### config.mk
export PLATFORM = sky130hd
export DESIGN_NAME = wb_boot_copier
export DESIGN_NICKNAME = d
export VERILOG_FILES = /design/src/rtl/wb_pkg.sv /design/src/rtl/wb_master_access.sv /design/src/rtl/wb_boot_copier.sv
export SDC_FILE = /design/constraint.sdc
export NUM_CORES = 1
export LEC_CHECK = 0
export BUFFER_PORTS_ARGS = -buffer_cell sky130_fd_sc_hd__buf_2
export CAP_MARGIN = 15
export CORE_ASPECT_RATIO = 2
export CORE_MARGIN = 2
export CORE_UTILIZATION = 50
export CTS_BUF_LIST = sky130_fd_sc_hd__clkbuf_4 sky130_fd_sc_hd__clkbuf_8
export CTS_CLUSTER_DIAMETER = 120
export DETAILED_ROUTE_END_ITERATION = 8
export GPL_TIMING_DRIVEN = 0
export PLACE_DENSITY = 0.8
export RECOVER_POWER = 100
export SLEW_MARGIN = 15
export SYNTH_ARGS = -nofsm -noshare
export SYNTH_HDL_FRONTEND = slang
export SYNTH_HIERARCHICAL = 1
export SYNTH_SLANG_ARGS = --single-unit
export TNS_END_PERCENT = 100
### constraint.sdc
create_clock -name clk -period 2.5 [get_ports clk]
set_clock_uncertainty 0.05 [all_clocks]
set_input_delay 0.5 -clock clk [delete_from_list [all_inputs] [get_ports clk]]
set_output_delay 0.5 -clock clk [all_outputs]
set_load 0.02 [all_outputs]
### src/rtl/wb_pkg.sv
// wb_pkg: Wishbone classic-cycle constants and boot copier state encoding
package wb_pkg;
  localparam logic [2:0] WB_CTI_CLASSIC = 3'b000;
  localparam logic [1:0] WB_BTE_LINEAR = 2'b00;
  localparam logic [3:0] WB_SEL_WORD = 4'b1111;
  typedef enum logic [2:0] {IDLE, RD, GAP_W, WR, GAP_R} copier_state_t;
endpackage

### src/rtl/wb_master_access.sv
// wb_master_access: single classic Wishbone access with registered bus outputs and timeout abort
module wb_master_access #(
  parameter int TIMEOUT_CYCLES = 255
) (
  input  logic        clk,
  input  logic        rst,
  input  logic        i_req,
  input  logic        i_we,
  input  logic [31:2] i_addr,
  input  logic [31:0] i_wdata,
  output logic        o_ok,
  output logic        o_fail,
  output logic [31:0] o_rdata,
  output logic        o_cyc,
  output logic        o_stb,
  output logic        o_we,
  output logic [31:2] o_addr,
  output logic [31:0] o_wdata,
  input  logic        i_ack,
  input  logic        i_err,
  input  logic [31:0] i_rdata
);
  localparam logic [7:0] LAST = 8'(TIMEOUT_CYCLES - 1);
  logic        r_cyc, r_stb, r_we;
  logic [31:2] r_addr;
  logic [31:0] r_wdata;
  logic [7:0]  r_cnt;
  logic        w_timeout;
  // The count reaching TIMEOUT_CYCLES coincides with this edge, so abort now unless acked
  assign w_timeout = (r_cnt == LAST) && !i_ack;
  assign o_fail = r_stb && (i_err || w_timeout);
  assign o_ok = r_stb && i_ack && !i_err;
  assign o_rdata = i_rdata;
  assign o_cyc = r_cyc;
  assign o_stb = r_stb;
  assign o_we = r_we;
  assign o_addr = r_addr;
  assign o_wdata = r_wdata;
  always_ff @(posedge clk) begin
    if (rst) begin
      r_cyc <= 1'b0;
      r_stb <= 1'b0;
      r_we <= 1'b0;
      r_addr <= '0;
      r_wdata <= '0;
      r_cnt <= '0;
    end else if (r_stb) begin
      if (o_ok || o_fail) begin
        r_cyc <= 1'b0;
        r_stb <= 1'b0;
        r_we <= 1'b0;
      end
      if (!i_ack) r_cnt <= r_cnt + 8'd1;
    end else if (i_req) begin
      r_cyc <= 1'b1;
      r_stb <= 1'b1;
      r_we <= i_we;
      r_addr <= i_addr;
      r_wdata <= i_wdata;
      r_cnt <= '0;
    end
  end
endmodule

### src/rtl/wb_boot_copier.sv
// wb_boot_copier: Wishbone master copying a block of words (read then write per word) at boot
module wb_boot_copier
  import wb_pkg::*;
#(
  parameter int LEN_BITS = 16,
  parameter int TIMEOUT_CYCLES = 255
) (
  input  logic                clk,
  input  logic                rst,
  input  logic                start,
  input  logic [31:2]         src_addr,
  input  logic [31:2]         dst_addr,
  input  logic [LEN_BITS-1:0] word_count,
  output logic                busy,
  output logic                done,
  output logic                error,
  output logic                wbm_cyc_o,
  output logic                wbm_stb_o,
  output logic [31:2]         wbm_addr_o,
  output logic [2:0]          wbm_cti_o,
  output logic [1:0]          wbm_bte_o,
  output logic [3:0]          wbm_sel_o,
  output logic                wbm_we_o,
  output logic [31:0]         wbm_data_o,
  input  logic [31:0]         wbm_data_i,
  input  logic                wbm_ack_i,
  input  logic                wbm_err_i
);
  copier_state_t       r_state, w_next;
  logic [LEN_BITS-1:0] r_idx, r_len;
  logic [31:2]         r_src, r_dst, w_addr;
  logic [31:0]         r_buf, w_rdata;
  logic                r_busy, r_done, r_error;
  logic                w_req, w_we, w_ok, w_fail, w_last;
  assign w_last = (r_idx + LEN_BITS'(1)) == r_len;
  assign busy = r_busy;
  assign done = r_done;
  assign error = r_error;
  assign wbm_cti_o = WB_CTI_CLASSIC;
  assign wbm_bte_o = WB_BTE_LINEAR;
  assign wbm_sel_o = WB_SEL_WORD;
  wb_master_access #(.TIMEOUT_CYCLES(TIMEOUT_CYCLES)) u_access (
    .clk(clk), .rst(rst), .i_req(w_req), .i_we(w_we), .i_addr(w_addr), .i_wdata(r_buf),
    .o_ok(w_ok), .o_fail(w_fail), .o_rdata(w_rdata),
    .o_cyc(wbm_cyc_o), .o_stb(wbm_stb_o), .o_we(wbm_we_o), .o_addr(wbm_addr_o),
    .o_wdata(wbm_data_o), .i_ack(wbm_ack_i), .i_err(wbm_err_i), .i_rdata(wbm_data_i)
  );
  // Requests are raised on the edge leaving IDLE or a gap so stb rises without an extra cycle
  always_comb begin
    w_next = r_state;
    w_req = 1'b0;
    w_we = 1'b0;
    w_addr = r_src + 30'(r_idx);
    case (r_state)
      IDLE: if (start && word_count != '0) begin
        w_next = RD;
        w_req = 1'b1;
        w_addr = src_addr;
      end
      RD: w_next = w_fail ? IDLE : w_ok ? GAP_W : RD;
      GAP_W: begin
        w_next = WR;
        w_req = 1'b1;
        w_we = 1'b1;
        w_addr = r_dst + 30'(r_idx);
      end
      WR: w_next = w_fail ? IDLE : !w_ok ? WR : w_last ? IDLE : GAP_R;
      GAP_R: begin
        w_next = RD;
        w_req = 1'b1;
      end
      default: w_next = IDLE;
    endcase
  end
  always_ff @(posedge clk) begin
    if (rst) begin
      r_state <= IDLE;
      r_idx <= '0;
      r_len <= '0;
      r_src <= '0;
      r_dst <= '0;
      r_buf <= '0;
      r_busy <= 1'b0;
      r_done <= 1'b0;
      r_error <= 1'b0;
    end else begin
      r_state <= w_next;
      r_done <= 1'b0;
      if (r_state == IDLE && start) begin
        r_src <= src_addr;
        r_dst <= dst_addr;
        r_len <= word_count;
        r_idx <= '0;
        r_error <= 1'b0;
        r_busy <= word_count != '0;
        r_done <= word_count == '0;
      end
      if (r_state == RD && w_ok) r_buf <= w_rdata;
      if (r_state == WR && w_ok) r_idx <= r_idx + LEN_BITS'(1);
      if ((r_state == RD || r_state == WR) && (w_fail || (r_state == WR && w_ok && w_last))) begin
        r_busy <= 1'b0;
        r_done <= 1'b1;
        r_error <= w_fail;
      end
    end
  end
endmodule

# Word-level counts from Yosys, hierarchy flattened
# Cells that the tools add are included.
# W data, S select, Z words.
[word_totals]
register_bits = 203
input_bits = 113
output_inout_bits = 77
wordCells = 85
[classes]
add_sub_neg = 4
n_eq_ne = 9
muxes = 29
bitwise_logic = 1
n_reduce_logical = 27
[ops]
columns = ["cell", "count"]
rows = [
  ["$add A30 B16 Y30", 2],
  ["$pmux W30 S2", 1],
  ["$mux W16", 2],
  ["$mux W30", 1],
  ["$mux W8", 3],
  ["$add A16 B1 Y16 const B", 1],
  ["$eq A16 B16 Y1", 1],
  ["$logic_not A16 Y1", 1],
  ["$reduce_bool A16 Y1", 1],
  ["$pmux W3 S5", 1],
  ["$mux W1", 14],
  ["$mux W3", 4],
  ["$logic_and A1 B1 Y1", 10],
  ["$add A8 B1 Y8 const B", 1],
  ["$eq A8 B8 Y1 const B", 1],
  ["$eq A3 B2 Y1 const B", 2],
  ["$ne A2 B2 Y1 const B", 3],
  ["$reduce_and A2 Y1", 3],
  ["$reduce_bool A2 Y1", 3],
  ["$logic_or A1 B1 Y1", 4],
  ["$mux W2", 2],
  ["$reduce_or A2 Y1", 2],
  ["$eq A3 B1 Y1 const B", 1],
  ["$eq A3 B3 Y1 const B", 1],
  ["4 further kinds", 5],
]

# Longest topological paths before layout
[logic_depth]
word_depth = 7
ltp_mapped = 12
depth_no_buf = 12

# Hierarchy
# Netlist, hierarchy kept.
[by_module_without_submodules]
columns = ["module", "instances", "cells_each", "area_each_um2", "seq_area_each_um2"]
rows = [
  ["wb_boot_copier", 1, 1075, 7958.9, 2602.5],
  ["wb_master_access", 1, 365, 2931.6, 1461.4],
]

# Least setup slack after synthesis
# No wires, ideal clock.
[synth_timing]
path_kind = "register -> register"
from = "register r_idx[0]"
to = "register u_access.r_addr, in the netlist u_access/o_addr[26]"
setup_ns = 0.070
arrival_time_ns = 2.639
required_ns = 2.380
path_slack_ns = -0.259
stages_incl_launch_ff = 13
path_buffers = 0
period_less_slack_ns = 2.759
path_cell_list = "dfxtp_1 ha_1 inv_1 fa_1 nand2b_1 a21oi_1 o21ai_0 a21oi_1 o2111ai_1 xor2_1 o221ai_1 nand2_1 a21oi_1"
[synth_between]
elab_chain_cells = 3
word_cells_on_any_way = 4
cone_classes = "2 x add/sub; 2 x mux"
[synth_rtl]
columns = ["item", "line_no", "source"]
rows = [
  ["start: declaration", "wb_boot_copier.sv:30", "logic [LEN_BITS-1:0] r_idx, r_len;"],
  ["start signal: assignment", "wb_boot_copier.sv:99", "if (r_state == WR && w_ok) r_idx <= r_idx + LEN_BITS'(1);"],
  ["$add A30 B16 Y30", "wb_boot_copier.sv:53", "w_addr = r_src + 30'(r_idx);"],
  ["$mux W30", "wb_boot_copier.sv:55", "IDLE: if (start && word_count != '0) begin"],
  ["$pmux W30 S2 (*)", "wb_boot_copier.sv:54", "case (r_state)"],
  ["net w_addr (one bit)", "wb_boot_copier.sv:31", "logic [31:2] r_src, r_dst, w_addr;"],
  ["end signal: assignment", "wb_master_access.sv:58", "r_addr <= i_addr;"],
  ["end: declaration", "wb_master_access.sv:25", "logic [31:2] r_addr;"],
]
# Mark *: on every way through the listed nets, which the timed path passes. The rest lies on a longest branch.
# A chain may end at the register's enable or synchronous reset.

# Final worst setup path
[layout_timing]
from = "register r_idx[0]"
to = "register u_access.r_addr, in the netlist u_access/o_addr[10]"
# The elaborated chain is that of the path after synthesis.

==> results.sh <==
export IMPL_die_y_microns=213
export IMPL_synth_top_family_by_area="simple AND/OR/NAND/NOR gates"
export IMPL_worstHoldPathType="in -> reg"
export IMPL_worst_ep_required_time_ns=2.97
export IMPL_synth_area_leaders="dfxtp_1, nand2_1, a21oi_1, ha_1, buf_4"
export IMPL_postRouteAntennaNets=0
export IMPL_violations="setup timing"
export IMPL_clkPwrFrac_pct=40.4
export IMPL_yosys_warnings=6
export IMPL_drive_gt1_share_pct=23.9
export IMPL_p_total_mw=7.59
export IMPL_outcome="finished with violations"
export IMPL_antenna_cells=0
export IMPL_regArea_sq_um=4100
export IMPL_clk_pin_slew_ns=0.07
export IMPL_ios=190
export IMPL_synthMuxAreaShare_pct=1.11
export IMPL_crit_arrival_ns=3.67
export IMPL_antenna_found_initial=2
export IMPL_first_pass_iters=8
export IMPL_clkSinkCount=203
export IMPL_cts_max_level=1
export IMPL_synth_most_common_cell="nand2_1"
export IMPL_hold_viol=0
export IMPL_nets=1820
export IMPL_ff2ff_path_depth=14
export IMPL_sw_frac_of_total_pct=28.1
export IMPL_pwr_share_seq_pct=45.4
export IMPL_finalCriticalPeriod_ns=3.20
export IMPL_cts_tree="yes"
export IMPL_cp_max_fo=4
export IMPL_r2r_slack_ns=-0.70
export IMPL_p_int_mw=5.46
export IMPL_core_area_sq_um=21500
export IMPL_hp_start="dst_addr[14]"
export IMPL_slew_violations=0
export IMPL_nFillCells=1866
export IMPL_die_width_microns=108
export IMPL_synth_xor_area_share_pct=4.50
export IMPL_finalCritPeriodShare_pct=128
export IMPL_multi_input_area_sq_um=6950
export IMPL_portBuffers=147
export IMPL_drc=0
export IMPL_crit_type="reg -> reg"
export IMPL_fin_ws_ns=-0.702
export IMPL_setup_violations=84
export IMPL_p_switching_mw=2.14
export IMPL_synth_top_area_share_pct=37.3
export IMPL_ys_ff_latch=203
export IMPL_wl_per_cell_microns=20.1
export IMPL_holdPathEnd="r_dst[14]"
export IMPL_maxCapViolations=0
export IMPL_p_leak_nw=5.20
export IMPL_grt_pass1_vias=11400
export IMPL_synth_compound_area_share_pct=20.9
export IMPL_fmax_ghz=0.312
export IMPL_synthSimpleGateAreaFrac_pct=24.8
export IMPL_tightestPinTransition_ns=0.844
export IMPL_vias=11600
export IMPL_ctsHoldBuffers=0
export IMPL_grt_max_degree=16
export IMPL_root_buffer="clkbuf_8"
export IMPL_end_kind="flip-flop"
export IMPL_start_util_pct=50.7
export IMPL_syn_avg_cell_area_sq_um=7.56
export IMPL_rsz0062_at_grt="true"
export IMPL_synth_distinct_cells=72
export IMPL_hold_path_cell_count=3
export IMPL_max_slew_margin_pct=43.7
export IMPL_via_per_inst=5.91
export IMPL_startpoint_type="flip-flop"
export IMPL_rows=76
export IMPL_reg2reg_to="u_access/o_addr[10]"
export IMPL_die_area_sq_um=23000
export IMPL_synth_async_reset_ratio_pct=0
export IMPL_layout_area_overhead_vs_synth_pct=27.8
export IMPL_powerDensity_nw_per_um2=545
export IMPL_clk_latency_ns=0.60
export IMPL_yosysTopAreaCell="dfxtp_1"
export IMPL_grtUsageTotal_pct=32.5
export IMPL_irDropWorstVdd_mv=0.482
export IMPL_finalWirelength_microns=39400
export IMPL_cts_made_buffers=29
export IMPL_synth_edf_count=0
export IMPL_synthAdderAreaFrac_pct=4.39
export IMPL_dp_hpwl_microns=27600
export IMPL_grt_ovfl_total=0
export IMPL_clock_path_buffers=3
export IMPL_grt_pass1_wl_microns=57500
export IMPL_syn_area_sq_um=10900
export IMPL_synthFlopType="dfxtp_1"
export IMPL_pre_cts_ws_ns=-1.53
export IMPL_synth_commonest_cells="nand2_1, a21oi_1, dfxtp_1"
export IMPL_r2r_start="r_idx[0]"
export IMPL_yosysSeqAreaShare_pct=37.3
export IMPL_synth_cells=1440
export IMPL_first_iter_violations=827
export IMPL_comb_power_share_pct=14.2
export IMPL_place_congestion=1.01
## what timing repair did
| item | 4_1_cts | 5_1_grt |
|---|---|---|
| pin swaps | 32 | 63 |
| gates resized for setup | 120 | 117 |
| setup buffers | 37 | 18 |
| setup endpoints to repair | 114 | 114 |
## worst max-delay path: stages (launching register included)
cell and delay, ns:
dfxtp_4 0.40, ha_4 0.16, inv_2 0.04, fa_2 0.33, nand2b_4 0.17, a21oi_4 0.21, buf_4 0.16, o21ai_2 0.06
nand2b_1 0.11, a21bo_2 0.18, buf_4 0.12, xnor2_1 0.06, o221ai_1 0.68, nand2_1 0.20, a21oi_1 0.18
## metal layers
layer	GRT usage [%]	wire [microns]	vias up
met1	30.2	12300	5330
met2	57.1	19800	613
met3	6.81	2940	260
met5	0	23	-
met4	31.4	4350	4
li1	-	-	5401
## metrics by stage
| stage | TNS [ns] | std cells | instance area (sq um) | hold WS, ns | util [%] |
|---|---|---|---|---|---|
| after detailed placement | -71.73 | 1867 | 12000 | 0.393 | 55.9 |
| after global routing | -22.16 | 1964 | 13900 | 0.0901 | 64.8 |
| after floorplan | -0.0277 | 1447 | 10900 | 0.382 | - |
| final | -9.50 | 1964 | 13900 | 0.0890 | 64.8 |
| after CTS | -2.92 | 1946 | 13400 | 0.0752 | 62.3 |
| after global placement | -68.77 | 1867 | 12000 | 0.386 | 55.9 |
## flip-flops by register name, summed over array words and instances (netlist names), 8 cells and up
signal and count:
r_buf 32, u_access/o_addr 30, r_dst 30, r_idx 16, u_access/r_cnt 8, u_access/o_wdata 32, r_src 30, r_len 16
## kinds of logic after synthesis
kind of cell,after synthesis
buf+inv,144
xor+xnor,56
flops,203
other cells,2
mux,12
simple gates,602
compound gates,384
fa+ha+maj,37
## power by group through the flow
| stage | Sequential, mW | Combinational (mW) | Clock, mW |
|---|---|---|---|
| after floorplan | 3.52 | 0.583 | 0 |
| after global placement | 3.51 | 0.936 | 0 |
| after detailed placement | 3.51 | 0.952 | 0 |
| after CTS | 3.44 | 0.995 | 3.08 |
| after global routing | 3.45 | 1.15 | 3.22 |
| final | 3.45 | 1.08 | 3.07 |
## worst max path at each step
stage / endpoint / startpoint
after floorplan: u_access/o_addr[26] / r_idx[0]
after global placement: u_access/o_addr[12] / word_count[10]
after detailed placement: u_access/o_addr[7] / word_count[10]
after CTS: error / r_idx[0]
after global routing: u_access/o_addr[10] / r_idx[0]
final: u_access/o_addr[10] / r_idx[0]
## area by class of cell
| class | count | area share [%] |
|---|---|---|
| Clock inverter | 6 | 0.620 |
| Sequential cell | 203 | 29.5 |
| Multi-Input combinational cell | 1100 | 50.0 |
| Clock buffer | 46 | 4.32 |
| Tap cell | 273 | 2.45 |
| Timing Repair Buffer | 194 | 7.66 |
| Inverter | 19 | 0.512 |
| Buffer | 123 | 4.98 |
## placed cells by master, fill, tap and decap left out, types with 10 or more instances in the layout
cell type	synthesis	routed
clkbuf_2	2	17
ha_1	35	12
and2_1	13	11
buf_4	53	85
o21ai_0	38	21
nor3_1	15	13
a21oi_1	230	210
xor2_1	26	24
o21ai_2	0	10
mux2i_1	11	10
clkbuf_8	0	41
buf_2	4	82
buf_6	0	11
clkbuf_1	61	116
nand2_1	387	384
nand4_1	10	10
nor2_1	69	64
nand3_1	30	29
a21oi_2	0	13
inv_1	18	15
dfxtp_1	203	187
ha_4	0	17
o221ai_2	0	14
xnor2_1	30	28
and3_1	12	12
No activity file was read; power rests on OpenSTA's default activity.
